[src/rtl/spi_flash_boot_ctrl_if.sv]
// Controller-side bundle: byte-level SPI master handshake, flash chip select and imem write port.
interface spi_flash_boot_ctrl_if;
  logic        spi_start;
  logic [7:0]  spi_tx_data;
  logic        spi_busy;
  logic        spi_done;
  logic [7:0]  spi_rx_data;
  logic        flash_cs_n;
  logic        mem_wr_en;
  logic [31:0] mem_wr_addr;
  logic [31:0] mem_wr_data;

  modport master (
    output spi_start, spi_tx_data, flash_cs_n, mem_wr_en, mem_wr_addr, mem_wr_data,
    input  spi_busy, spi_done, spi_rx_data
  );

  modport slave (
    input  spi_start, spi_tx_data, flash_cs_n, mem_wr_en, mem_wr_addr, mem_wr_data,
    output spi_busy, spi_done, spi_rx_data
  );
endinterface

[src/rtl/spi_flash_boot_ctrl.sv]
// Boot copier: READ 0x03 + 24-bit address, then BOOT_WORDS little-endian words into imem; core held in reset until done.
// All outputs registered; a byte is issued only while spi_busy is low; a stalled byte aborts to ERROR after TIMEOUT.
module spi_flash_boot_ctrl #(
  parameter int unsigned BOOT_WORDS = 256,
  parameter logic [23:0] FLASH_BASE = 24'h000000,
  parameter logic [31:0] MEM_BASE   = 32'h0000_0000,
  parameter int unsigned CS_SETUP   = 2,
  parameter int unsigned CS_HOLD    = 2,
  parameter int unsigned TIMEOUT    = 1024
) (
  input  logic                         sclk,
  input  logic                         rst_n,
  input  logic                         boot_start,
  spi_flash_boot_ctrl_if.master        bus,
  output logic                         core_rst_n,
  output logic                         boot_done,
  output logic                         boot_err
);

  typedef enum logic [3:0] {
    S_IDLE, S_CS_SETUP, S_CMD, S_ADDR2, S_ADDR1, S_ADDR0,
    S_DATA, S_WRITE, S_CS_HOLD, S_DONE, S_ERROR
  } state_e;

  localparam logic [15:0] LAST_WORD  = 16'(BOOT_WORDS - 1);
  localparam logic [15:0] SETUP_LAST = 16'(CS_SETUP - 1);
  localparam logic [15:0] HOLD_LAST  = 16'(CS_HOLD - 1);
  localparam logic [31:0] TMO_LAST   = 32'(TIMEOUT - 1);

  state_e      state_q, state_d, adv_state;
  logic        cs_n_q, cs_n_d;
  logic        start_q, start_d;
  logic [7:0]  tx_q, tx_d, next_byte;
  logic        wr_en_q, wr_en_d;
  logic [31:0] wr_addr_q, wr_addr_d;
  logic [31:0] wr_data_q, wr_data_d;
  logic        core_rst_n_q, core_rst_n_d;
  logic        done_q, done_d;
  logic        err_q, err_d;
  logic [15:0] cnt_q, cnt_d;
  logic [1:0]  byte_cnt_q, byte_cnt_d;
  logic [15:0] word_idx_q, word_idx_d;
  logic [31:0] word_buf_q, word_buf_d;
  logic        pend_q, pend_d;
  logic [31:0] tmo_q, tmo_d;

  always_comb begin
    next_byte = 8'h00;
    adv_state = state_q;
    case (state_q)
      S_CMD:   begin next_byte = 8'h03;             adv_state = S_ADDR2; end
      S_ADDR2: begin next_byte = FLASH_BASE[23:16]; adv_state = S_ADDR1; end
      S_ADDR1: begin next_byte = FLASH_BASE[15:8];  adv_state = S_ADDR0; end
      S_ADDR0: begin next_byte = FLASH_BASE[7:0];   adv_state = S_DATA;  end
      S_DATA:  begin
        next_byte = 8'h00;
        adv_state = (byte_cnt_q == 2'd3) ? S_WRITE : S_DATA;
      end
      default: ;
    endcase
  end

  always_comb begin
    state_d      = state_q;
    cs_n_d       = cs_n_q;
    start_d      = 1'b0;
    tx_d         = tx_q;
    wr_en_d      = 1'b0;
    wr_addr_d    = wr_addr_q;
    wr_data_d    = wr_data_q;
    core_rst_n_d = core_rst_n_q;
    done_d       = done_q;
    err_d        = err_q;
    cnt_d        = cnt_q;
    byte_cnt_d   = byte_cnt_q;
    word_idx_d   = word_idx_q;
    word_buf_d   = word_buf_q;
    pend_d       = pend_q;
    tmo_d        = tmo_q;

    case (state_q)
      S_IDLE, S_DONE, S_ERROR: begin
        if (boot_start) begin
          state_d      = S_CS_SETUP;
          cs_n_d       = 1'b0;
          err_d        = 1'b0;
          done_d       = 1'b0;
          core_rst_n_d = 1'b0;
          cnt_d        = 16'd0;
          byte_cnt_d   = 2'd0;
          word_idx_d   = 16'd0;
          pend_d       = 1'b0;
          tmo_d        = 32'd0;
        end
      end
      S_CS_SETUP: begin
        if (cnt_q == SETUP_LAST) state_d = S_CMD;
        else                     cnt_d   = cnt_q + 16'd1;
      end
      S_CMD, S_ADDR2, S_ADDR1, S_ADDR0, S_DATA: begin
        // pend_q guarantees one start per byte and filters stray spi_done pulses
        if (pend_q) begin
          if (bus.spi_done) begin
            pend_d  = 1'b0;
            state_d = adv_state;
            if (state_q == S_DATA) begin
              word_buf_d[{byte_cnt_q, 3'b000} +: 8] = bus.spi_rx_data;
              byte_cnt_d = byte_cnt_q + 2'd1;
            end
          end else if (tmo_q == TMO_LAST) begin
            state_d = S_ERROR;
            cs_n_d  = 1'b1;
            err_d   = 1'b1;
            pend_d  = 1'b0;
          end else begin
            tmo_d = tmo_q + 32'd1;
          end
        end else if (!bus.spi_busy) begin
          start_d = 1'b1;
          tx_d    = next_byte;
          pend_d  = 1'b1;
          tmo_d   = 32'd0;
        end
      end
      S_WRITE: begin
        wr_en_d    = 1'b1;
        wr_addr_d  = MEM_BASE + {14'd0, word_idx_q, 2'b00};
        wr_data_d  = word_buf_q;
        word_idx_d = word_idx_q + 16'd1;
        if (word_idx_q == LAST_WORD) begin
          state_d = S_CS_HOLD;
          cnt_d   = 16'd0;
        end else begin
          state_d = S_DATA;
        end
      end
      S_CS_HOLD: begin
        if (cnt_q == HOLD_LAST) begin
          state_d      = S_DONE;
          cs_n_d       = 1'b1;
          done_d       = 1'b1;
          core_rst_n_d = 1'b1;
        end else begin
          cnt_d = cnt_q + 16'd1;
        end
      end
      default: state_d = S_IDLE;
    endcase
  end

  always_ff @(posedge sclk or negedge rst_n) begin
    if (!rst_n) begin
      state_q      <= S_IDLE;
      cs_n_q       <= 1'b1;
      start_q      <= 1'b0;
      tx_q         <= 8'h00;
      wr_en_q      <= 1'b0;
      wr_addr_q    <= 32'd0;
      wr_data_q    <= 32'd0;
      core_rst_n_q <= 1'b0;
      done_q       <= 1'b0;
      err_q        <= 1'b0;
      cnt_q        <= 16'd0;
      byte_cnt_q   <= 2'd0;
      word_idx_q   <= 16'd0;
      word_buf_q   <= 32'd0;
      pend_q       <= 1'b0;
      tmo_q        <= 32'd0;
    end else begin
      state_q      <= state_d;
      cs_n_q       <= cs_n_d;
      start_q      <= start_d;
      tx_q         <= tx_d;
      wr_en_q      <= wr_en_d;
      wr_addr_q    <= wr_addr_d;
      wr_data_q    <= wr_data_d;
      core_rst_n_q <= core_rst_n_d;
      done_q       <= done_d;
      err_q        <= err_d;
      cnt_q        <= cnt_d;
      byte_cnt_q   <= byte_cnt_d;
      word_idx_q   <= word_idx_d;
      word_buf_q   <= word_buf_d;
      pend_q       <= pend_d;
      tmo_q        <= tmo_d;
    end
  end

  assign bus.spi_start   = start_q;
  assign bus.spi_tx_data = tx_q;
  assign bus.flash_cs_n  = cs_n_q;
  assign bus.mem_wr_en   = wr_en_q;
  assign bus.mem_wr_addr = wr_addr_q;
  assign bus.mem_wr_data = wr_data_q;
  assign core_rst_n      = core_rst_n_q;
  assign boot_done       = done_q;
  assign boot_err        = err_q;

endmodule

[src/flat_wrapper.sv]
// flat-port wrapper written by rule: the top's interface ports become plain ports
module spi_flash_boot_ctrl_flat 
#(
  parameter int unsigned BOOT_WORDS = 256,
  parameter logic [23:0] FLASH_BASE = 24'h000000,
  parameter logic [31:0] MEM_BASE   = 32'h0000_0000,
  parameter int unsigned CS_SETUP   = 2,
  parameter int unsigned CS_HOLD    = 2,
  parameter int unsigned TIMEOUT    = 1024
)
  (sclk, rst_n, boot_start, core_rst_n, boot_done, boot_err, bus_spi_start, bus_spi_tx_data, bus_flash_cs_n, bus_mem_wr_en, bus_mem_wr_addr, bus_mem_wr_data, bus_spi_busy, bus_spi_done, bus_spi_rx_data);
  spi_flash_boot_ctrl_if bus_i ();
  input  logic sclk;
  input  logic rst_n;
  input  logic boot_start;
  output logic core_rst_n;
  output logic boot_done;
  output logic boot_err;
  output wire logic [$bits(bus_i.spi_start)-1:0] bus_spi_start;
  output wire logic [$bits(bus_i.spi_tx_data)-1:0] bus_spi_tx_data;
  output wire logic [$bits(bus_i.flash_cs_n)-1:0] bus_flash_cs_n;
  output wire logic [$bits(bus_i.mem_wr_en)-1:0] bus_mem_wr_en;
  output wire logic [$bits(bus_i.mem_wr_addr)-1:0] bus_mem_wr_addr;
  output wire logic [$bits(bus_i.mem_wr_data)-1:0] bus_mem_wr_data;
  input wire logic [$bits(bus_i.spi_busy)-1:0] bus_spi_busy;
  input wire logic [$bits(bus_i.spi_done)-1:0] bus_spi_done;
  input wire logic [$bits(bus_i.spi_rx_data)-1:0] bus_spi_rx_data;
  assign bus_spi_start = bus_i.spi_start;
  assign bus_spi_tx_data = bus_i.spi_tx_data;
  assign bus_flash_cs_n = bus_i.flash_cs_n;
  assign bus_mem_wr_en = bus_i.mem_wr_en;
  assign bus_mem_wr_addr = bus_i.mem_wr_addr;
  assign bus_mem_wr_data = bus_i.mem_wr_data;
  assign bus_i.spi_busy = bus_spi_busy;
  assign bus_i.spi_done = bus_spi_done;
  assign bus_i.spi_rx_data = bus_spi_rx_data;
  spi_flash_boot_ctrl #(.BOOT_WORDS(BOOT_WORDS), .FLASH_BASE(FLASH_BASE), .MEM_BASE(MEM_BASE), .CS_SETUP(CS_SETUP), .CS_HOLD(CS_HOLD), .TIMEOUT(TIMEOUT)) u_core (.sclk(sclk), .rst_n(rst_n), .boot_start(boot_start), .bus(bus_i), .core_rst_n(core_rst_n), .boot_done(boot_done), .boot_err(boot_err));
endmodule
[config.mk]
export PLATFORM = sky130hd
export DESIGN_NAME = spi_flash_boot_ctrl_flat
export DESIGN_NICKNAME = d
export VERILOG_FILES = /design/src/rtl/spi_flash_boot_ctrl_if.sv /design/src/rtl/spi_flash_boot_ctrl.sv /design/src/flat_wrapper.sv
export SDC_FILE = /design/constraint.sdc
export NUM_CORES = 1
export LEC_CHECK = 0
export ABC_AREA = 1
export CORE_MARGIN = 2
export CORE_UTILIZATION = 56
export CTS_CLUSTER_SIZE = 40
export DETAILED_ROUTE_END_ITERATION = 8
export PLACE_DENSITY_LB_ADDON = 0.2
export SYNTH_ARGS = -nofsm -noshare
export SYNTH_HDL_FRONTEND = slang
export SYNTH_SLANG_ARGS = --single-unit
export TNS_END_PERCENT = 1
[constraint.sdc]
create_clock -name sclk -period 2.65 [get_ports sclk]
set_clock_uncertainty 0.1 [all_clocks]
set_input_delay 0.53 -clock sclk [delete_from_list [all_inputs] [get_ports sclk]]
set_output_delay 0.53 -clock sclk [all_outputs]
set_load 0.005 [all_outputs]
* After elaboration in Yosys (flattened, before gate mapping) *
Cells that the tools add are included.
Widths: inputs -> output; s select.

word-level totals
  input port bits = 13
  word-level logic and storage cells = 117
  register bits = 164

cells by class
  add/subtract/negate cells = 5
  multiplexer cells = 44
  bitwise gates (word level) = 2
  equal/unequal tests = 29
  shift operators = 2
  reductions and logical operators = 20

operators with widths
  operator                number
  $mux 32                 5
  $pmux 32 s2             1
  $mux 16                 3
  $pmux 16 s3             1
  $pmux 4 s5              2
  $add 16x1->16 const B   2
  $add 32x1->32 const B   1
  $bwmux 32               1
  $eq 32x10->1 const B    1
  $pmux 16 s2             1
  $shift 8x7->32 const A  1
  $shiftx 8x7->32         1
  $mux 4                  7
  $eq 16x1->1 const B     1
  $eq 16x8->1 const B     1
  $eq 4x3->1 const B      4
  $reduce_and 5->1        3
  $mux 1                  13
  $eq 4x4->1 const B      3
  $ne 2x1->1 const B      6
  $reduce_and 6->1        2
  $mux 2                  5
  $eq 4x2->1 const B      2
  $ne 2x2->1 const B      4
  other kinds (20)        31

* Depth between registers and ports, before layout *
Gate-level depths: netlist of run 1.

  depth after elaboration = 6
  depth in mapped cells = 13

* Worst setup path after synthesis of run 1 *
No wires, ideal clock.

  path type = flip-flop to flip-flop
  from = register u_core.byte_cnt_q[0]
  to = register u_core.word_buf_q[19]
  stages on the path, launching flop included = 10
  path buffers = 3
  library setup time = 0.083 ns
  arrival time = 2.120 ns
  slack = 0.347 ns
  data required time = 2.467 ns
  cells stage by stage = dfrtp_1 -> clkbuf_1 -> inv_1 -> clkbuf_1 -> ha_1 -> inv_1 -> nor2_1 -> clkbuf_1 -> nand3_1 -> o21ai_0

between the ends
  cells in the longest elaborated chain, start to end = 3

ends and longest elaborated chain
  element                                            line                        source
  start: declaration                                 spi_flash_boot_ctrl.sv:41   logic [1:0] byte_cnt_q, byte_cnt_d;
  start signal: assignment                           spi_flash_boot_ctrl.sv:181  byte_cnt_q <= byte_cnt_d;
  $neg 5->7 *                                        spi_flash_boot_ctrl.sv:107  word_buf_d[{byte_cnt_q, 3'b000} +: 8] = bus.spi_rx_data;
  $shiftx 8x7->32 or $shift 8x7->32 (tied branches)  spi_flash_boot_ctrl.sv:107
  $bwmux 32 *                                        spi_flash_boot_ctrl.sv:107
  end signal: assignment                             spi_flash_boot_ctrl.sv:183  word_buf_q <= word_buf_d;
  end: declaration                                   spi_flash_boot_ctrl.sv:43   logic [31:0] word_buf_q, word_buf_d;

Mark *: on every way between the ends. The rest lies on a longest branch, timed or not.
A chain may end at the register's enable or synchronous reset.

* Final worst setup path of run 1 *
  from = register u_core.tmo_q[0]
  to = register u_core.tmo_q[13]

between the ends
  cells in the longest elaborated chain, start to end = 5

ends and longest elaborated chain
  element                   line                        source
  start: declaration        spi_flash_boot_ctrl.sv:45   logic [31:0] tmo_q, tmo_d;
  start signal: assignment  spi_flash_boot_ctrl.sv:185  tmo_q <= tmo_d;
  $add 32x1->32             spi_flash_boot_ctrl.sv:116  tmo_d = tmo_q + 32'd1;
  $mux 32                   spi_flash_boot_ctrl.sv:110  end else if (tmo_q == TMO_LAST) begin
  $mux 32                   spi_flash_boot_ctrl.sv:103  if (bus.spi_done) begin
  $mux 32                   spi_flash_boot_ctrl.sv:102  if (pend_q) begin
  $pmux 32 s2               spi_flash_boot_ctrl.sv:81   case (state_q)

Several ways; a longest one is shown, not always the timed one. The select of a mux whose other input is x is not followed.

==> summary.txt, run 1 <==
GRT
  – Initial antenna violation count: 0
  – Number of global-route vias before repair: 7169
  – Total gr overflow: 0
  – First-pass GRT wire length: around 34 mm
  – Largest net degree at the start of global routing: 60
  – Total GRT Usage: between 20% and 30%

Critical path
  – Worst r2r src: u_core.tmo_q[0]
  – Crit. End Element: register
  – Cell mode on critical path: nand2_1
  – Worst path max stage delay: slightly below 600 ps
  – Required @ worst endpoint: about 2900 ps
  – Max Fanout on Critical Path: 32
  – Critical path class: reg -> reg
  – Critical path, cell by cell: ha_1 > nand2_1 > nor2_4 > nand2_1 > nor2_2 > nand3_1 > inv_1 > nor2_4 > nand2_1 > nand2_1
  – FF-to-FF path depth: 10
  – CP max-delay cell: nor2_4
  – RR Endpoint: u_core.tmo_q[13]
  – Critical Path Source: u_core.tmo_q[0]
  – CP arrival: approximately 2600 ps
  – Reg2Reg Setup Slack: ~340 ps
  – Startpoint Class: register
  – Last element of the critical path: u_core.tmo_q[13]

Power
  – Comb pwr share: 33.5%
  – Switching portion of total power: between 30 and 40%
  – Reg power frac: between 30% and 40%
  – Net switching power: around 3.0 mW
  – Power, Total: about 8.4 mW
  – PD cells: roughly 830 mW/mm²
  – Peak VDD IR: 583 µV
  – Clock share of power: a little under a third
  – Pint: 5.33 mW
  – Pleak: between 4 and 5 nW

Floorplan
  – DIE WIDTH: ~130 µm
  – I/O Pins: a little over 90
  – Core Region: 0.0151 mm²
  – Row cnt: 45
  – Die ar.: 0.0164 mm²
  – Initial Util: around 57%
  – DIE HEIGHT: approximately 130 µm

Clock tree
  – Postcts setup bufs: 0
  – Root buffer cell: clkbuf_16
  – CTS tree: built
  – Worst skew pair latency: 420 ps
  – Inserted Clock Buffers: 17
  – Clock sinks: ~160
  – H-tree depth: 4
  – Hold_buf cts: 1
  – Clock Pin Slew Worst Setup and Hold Paths: roughly 70 ps
  – Maximum clock insertion buffer count: 2
  – Resize count post-CTS: 0

Timing
  – Worst-Margin Slew: between 800 and 900 ps
  – RSZ-0062 raised after global routing: no
  – Setup violations, final: 0
  – Tcrit/Tclk final: between 80 and 90%
  – Max Fclk: around 0.43 GHz
  – Setup Total Neg Slack: 0 ps
  – Crit path time final: 2310 ps
  – Final hold violations: 0
  – Max-slew violation count: 0
  – Worst rel slew slack: a little over two fifths
  – Setup slack after layout: approximately 340 ps
  – Hold Slack: approximately 370 ps

Synthesis
  – Syn Std Cell Area: ~0.0086 mm²
  – Top cells by area, synth: dfrtp_1, nand2_1, nand3_1
  – Count leader, synth: nand2_1
  – Yosys top cell by area: dfrtp_1
  – Most common flop cell mapped by yosys: dfrtp_1
  – YS warnings: 0
  – Top-area cell type share of the netlist area: 45.2%
  – Commonest cells in the netlist: nand2_1, dfrtp_1, nor2_1
  – Number of synthesized flops with an enable pin: 0
  – Fraction of registers with async set/reset: 100%
  – Syn Area/Cell: roughly 7 µm²
  – #FFs+latches synth: about 160
  – Syn Inst Count: between 1000 and 1500
  – Synth unique cells: 37
  – Post-synthesis sequential area ratio: 45.5%

Worst hold path
  – Worst hold-check path type: reg -> reg

Route
  – DRT Wirelength: 19.6 mm
  – Vias: 7682
  – WL/cell: about 13 µm
  – Post-route DRC violation count: 0
  – Routed Antenna Nets: 0
  – First-pass detailed-route iteration total: 6
  – Via density: 5.24
  – DR iter-0 viols: 810

Placement
  – Placed cells: between 1000 and 1500
  – Place WS: between 200 and 250 ps
  – Post-DP Area: 0.00940 mm²
  – Dpl hpwl: approximately 14 mm
  – Port bufs: just under 70
  – Final Wtd Congestion: 0.937

Final layout
  – Cell Count, Final, Fillers Out: roughly 1500
  – Layout cells sized above 1: 6.03%
  – # diodes: 0
  – Layout area overhead: 16.2%
  – Total Nets Final: around 1300
  – Core Util, Final: about two thirds
  – Design area: approximately 0.010 mm²

Run
  – Max cap viols: 0

Run status
  – Status: finished, final reports clean
## metal layers
layer  share of wire, %  GRT usage, %
met1                 47          34.3
met2                 48          42.2
met3                4.1          4.09
met4                1.6          8.40
met5                  0             0
## cell type report
type / count / area (µm²)
fill: 1312 / 5110
sequential: 157 / 3930
tap: 188 / 235
clock inverter: 13 / 189
timing repair buffer: 83 / 847
clock buffer: 18 / 439
inverter: 111 / 417
multi-input combinational: 895 / 3980
## power groups by stage
| stage | Clock (mW) | Sequential (mW) | Combinational, mW |
|---|---|---|---|
| 2_1_floorplan | 0 | 2.94 | 1.91 |
| 3_3_place_gp | 0 | 2.98 | 2.77 |
| 3_5_place_dp | 0 | 2.99 | 2.81 |
| 4_1_cts | 2.64 | 2.95 | 2.82 |
| 5_1_grt | 2.74 | 3.00 | 3.15 |
| 6_report | 2.60 | 2.96 | 2.80 |
## worst max-delay path: cells and delay by family, from the launching register on
| kind | cells | cell delay [ps] |
|---|---|---|
| adders and majority gates | 1 | 280 |
| buffers and inverters | 1 | 90 |
| DFF | 1 | 440 |
| and+or+nand+nor | 8 | 1340 |
## logic make-up after synthesis
kind of cell | after synthesis | share of synthesized area [%]
xor+xnor | 4 | 0.406
other cells | 1 | 0.0434
fa+ha+maj | 9 | 1.30
compound gates | 104 | 6.52
buf+inv | 171 | 9.32
simple gates | 756 | 36.9
flops | 157 | 45.5
## how the worst min path moves through the flow
stage / endpoint / start / slack, ps / depth (start not counted)
6_report: u_core.bus.mem_wr_data[18] / u_core.bus.mem_wr_data[18] / 370 / 2
5_1_grt: u_core.bus.flash_cs_n / u_core.bus.flash_cs_n / 390 / 2
4_1_cts: u_core.bus.mem_wr_data[18] / u_core.bus.mem_wr_data[18] / 380 / 2
3_5_place_dp: u_core.bus.mem_wr_data[18] / u_core.bus.mem_wr_data[18] / 360 / 2
3_3_place_gp: u_core.bus.mem_wr_data[18] / u_core.bus.mem_wr_data[18] / 350 / 2
2_1_floorplan: u_core.boot_err / rst_n / 130 / 0
## registers in the layout (all words and copies together), names as in the netlist, 2 cells and up
name,count
u_core.bus.mem_wr_addr,16
u_core.cnt_q,16
u_core.word_buf_q,32
u_core.state_q,4
u_core.bus.mem_wr_data,32
u_core.byte_cnt_q,2
u_core.word_idx_q,16
u_core.tmo_q,32
## layout by cell type (no fill, tap or decap), types with 3 or more instances in the layout
master             n
o21bai_1           6
nand2_1          430
dfrtp_1          156
o21ai_0           72
buf_4             10
nor4_1             5
inv_1            106
nor2_4             3
bufinv_16          4
nand3_1          115
clkbuf_16         17
inv_2              3
nand2_2            4
nor2_1           142
clkinv_4           3
ha_1               9
nor3_1            16
buf_12             4
nor2_2             5
clkdlybuf4s50_1   67
conb_1            22
or2_2              6
xor2_1             3
a21oi_1            7
nand4_1           20
nand3_2            6
o22ai_1            6
o21ai_1            6
Note: power is estimated with default switching activity, not from simulation.
==> run 2: changes to the inputs <==
--- a/config.mk
+++ b/config.mk
@@ -6,8 +6,10 @@
 export NUM_CORES = 1
 export LEC_CHECK = 0
 export ABC_AREA = 1
+export CELL_PAD_IN_SITES_DETAIL_PLACEMENT = 0
+export CELL_PAD_IN_SITES_GLOBAL_PLACEMENT = 1
 export CORE_MARGIN = 2
-export CORE_UTILIZATION = 56
+export CORE_UTILIZATION = 42
 export CTS_CLUSTER_SIZE = 40
 export DETAILED_ROUTE_END_ITERATION = 8
 export PLACE_DENSITY_LB_ADDON = 0.2
==> summary.txt, run 2 (synthesized netlist as in run 1, its figures left out) <==
Run status
  – Status: finished, final reports clean

GRT
  – First-pass GRT wire length: about 36 mm
  – Total gr overflow: 0
  – Initial antenna violation count: 0
  – Total GRT Usage: between 20 and 25%
  – Number of global-route vias before repair: about 7100
  – Largest net degree at the start of global routing: 50

Timing
  – Worst rel slew slack: between 40 and 50%
  – Final hold violations: 0
  – Crit path time final: around 2300 ps
  – Max Fclk: between 0.4 and 0.5 GHz
  – Worst-Margin Slew: a little under 800 ps
  – RSZ-0062 raised after global routing: no
  – Setup Total Neg Slack: 0 ps
  – Max-slew violation count: 0
  – Setup violations, final: 0
  – Tcrit/Tclk final: 86.2%

Route
  – DR iter-0 viols: between 400 and 500
  – Routed Antenna Nets: 0
  – Via density: roughly 5
  – WL/cell: roughly 14 µm
  – Post-route DRC violation count: 0
  – Vias: ~7600
  – First-pass detailed-route iteration total: 7
  – DRT Wirelength: ~21 mm

Floorplan
  – I/O Pins: roughly 90
  – Core Region: a little over 0.02 mm²
  – Die ar.: roughly 0.022 mm²
  – DIE HEIGHT: between 100 and 150 µm
  – DIE WIDTH: about 150 µm
  – Row cnt: 52
  – Initial Util: 42.7%

Final layout
  – Reg area: 0.00393 mm²
  – # diodes: 0
  – Cell Count, Final, Fillers Out: 1554
  – Multi-input combinational cell area: 0.00398 mm²
  – Layout cells sized above 1: around 6.5%
  – Layout area overhead: 17.3%
  – Core Util, Final: roughly half
  – Commonest non-fill, non-tap cell in the layout: nand2_1
  – Fillcell total: just over 2000
  – Total Nets Final: approximately 1300
  – Most frequent cells in the layout: nand2_1, dfrtp_1, nor2_1

Power
  – Clock share of power: approximately 30%
  – Switching portion of total power: 38.2%
  – Peak VDD IR: between 400 and 500 µV
  – Pleak: around 4.8 nW
  – Power, Total: around 8.3 mW
  – Net switching power: about 3.2 mW
  – Pint: 5.11 mW
  – Reg power frac: about a third
  – Comb pwr share: a little over a third
  – PD cells: approximately 820 mW/mm²

Worst hold path
  – Beginning of the worst hold path: u_core.bus.mem_wr_data[12]
  – Hold Path End: u_core.bus.mem_wr_data[12]
  – Worst hold-check path type: reg -> reg
  – WHS Path Cells: 2

Critical path
  – Worst path max stage delay: about 590 ps
  – Worst r2r src: u_core.tmo_q[0]
  – CP arrival: about 2600 ps
  – Reg2Reg Setup Slack: roughly 370 ps
  – RR Endpoint: u_core.tmo_q[6]
  – CP max-delay cell: nor2_4
  – FF-to-FF path depth: 10
  – Max Fanout on Critical Path: 32
  – Critical path class: reg -> reg
  – Required @ worst endpoint: 2920 ps
  – Critical path, cell by cell: ha_1 > nand2_1 > nor2_4 > nand2_1 > nor2_2 > nand3_1 > inv_1 > nor2_4 > nand2_1 > nand2_1
  – Crit. End Element: register
  – Cell mode on critical path: nand2_1
  – Startpoint Class: register

Clock tree
  – Inserted Clock Buffers: 17
  – Maximum clock insertion buffer count: 2
  – Clock sinks: between 150 and 200
  – H-tree depth: 4
  – Clock Pin Slew Worst Setup and Hold Paths: ~70 ps
  – CTS tree: built
  – Root buffer cell: clkbuf_16
  – Worst skew pair latency: between 400 and 500 ps
  – Postcts setup bufs: 0

Placement
  – Placed cells: roughly 1500
  – Final Wtd Congestion: 0.877
  – Port bufs: ~70
  – Dpl hpwl: between 15 and 20 mm

Run
  – Max cap viols: 0
run 2: worst max-delay path by stage:
stage / depth (start not counted) / start / endpoint
2_1_floorplan: 9 / u_core.byte_cnt_q[0] / u_core.word_buf_q[19]
3_3_place_gp: 7 / boot_start / u_core.tmo_q[13]
3_5_place_dp: 7 / boot_start / u_core.tmo_q[2]
4_1_cts: 10 / u_core.tmo_q[0] / u_core.tmo_q[2]
5_1_grt: 10 / u_core.tmo_q[0] / u_core.tmo_q[7]
6_report: 10 / u_core.tmo_q[0] / u_core.tmo_q[6]
run 2: area by class of cell:
type	instances	area share, %
Clock buffer	18	4.34
Sequential cell	157	38.8
Inverter	111	4.11
Timing Repair Buffer	89	8.68
Multi-Input combinational cell	895	39.3
Tap cell	270	3.33
Clock inverter	14	1.47
run 2: power by group through the flow:
stage | Combinational [mW] | Clock, mW | Sequential, mW
after floorplan | 1.91 | 0 | 2.94
after global placement | 2.93 | 0 | 2.96
after detailed placement | 2.93 | 0 | 2.96
after CTS | 2.94 | 2.53 | 2.92
after global routing | 3.26 | 2.63 | 2.96
final | 2.89 | 2.47 | 2.91
run 2: metal layers:
layer / vias up / wire length [µm] / track usage [%]
li1: 3924 / - / -
met1: 3520 / 10600 / 28.8
met2: 91 / 9890 / 32.9
met3: 19 / 497 / 2.90
met4: 0 / 227 / 5.87
met5: - / 0 / 0
run 2: what timing repair did:
item	4_1_cts	5_1_grt
hold endpoints to repair	32	0
gates resized for setup	0	0
hold buffers	1	0
setup endpoints to repair	0	0
run 2: worst max-delay path, delay by kind of cell (launching register included):
kind / cells / cell delay (ps)
flip-flops: 1 / 450
AND/OR/NAND/NOR: 8 / 1340
adder cells (fa/ha/maj): 1 / 240
buffers and inverters: 1 / 80
run 2: through the flow:
step / instance area (µm²) / setup WS, ps / hold slack (ps)
after floorplan: 8710 / 347 / 134
after global placement: 9530 / 239 / 354
after detailed placement: 9530 / 174 / 353
after CTS: 10100 / 332 / 373
after global routing: 10100 / 107 / 395
final: 10100 / 365 / 371
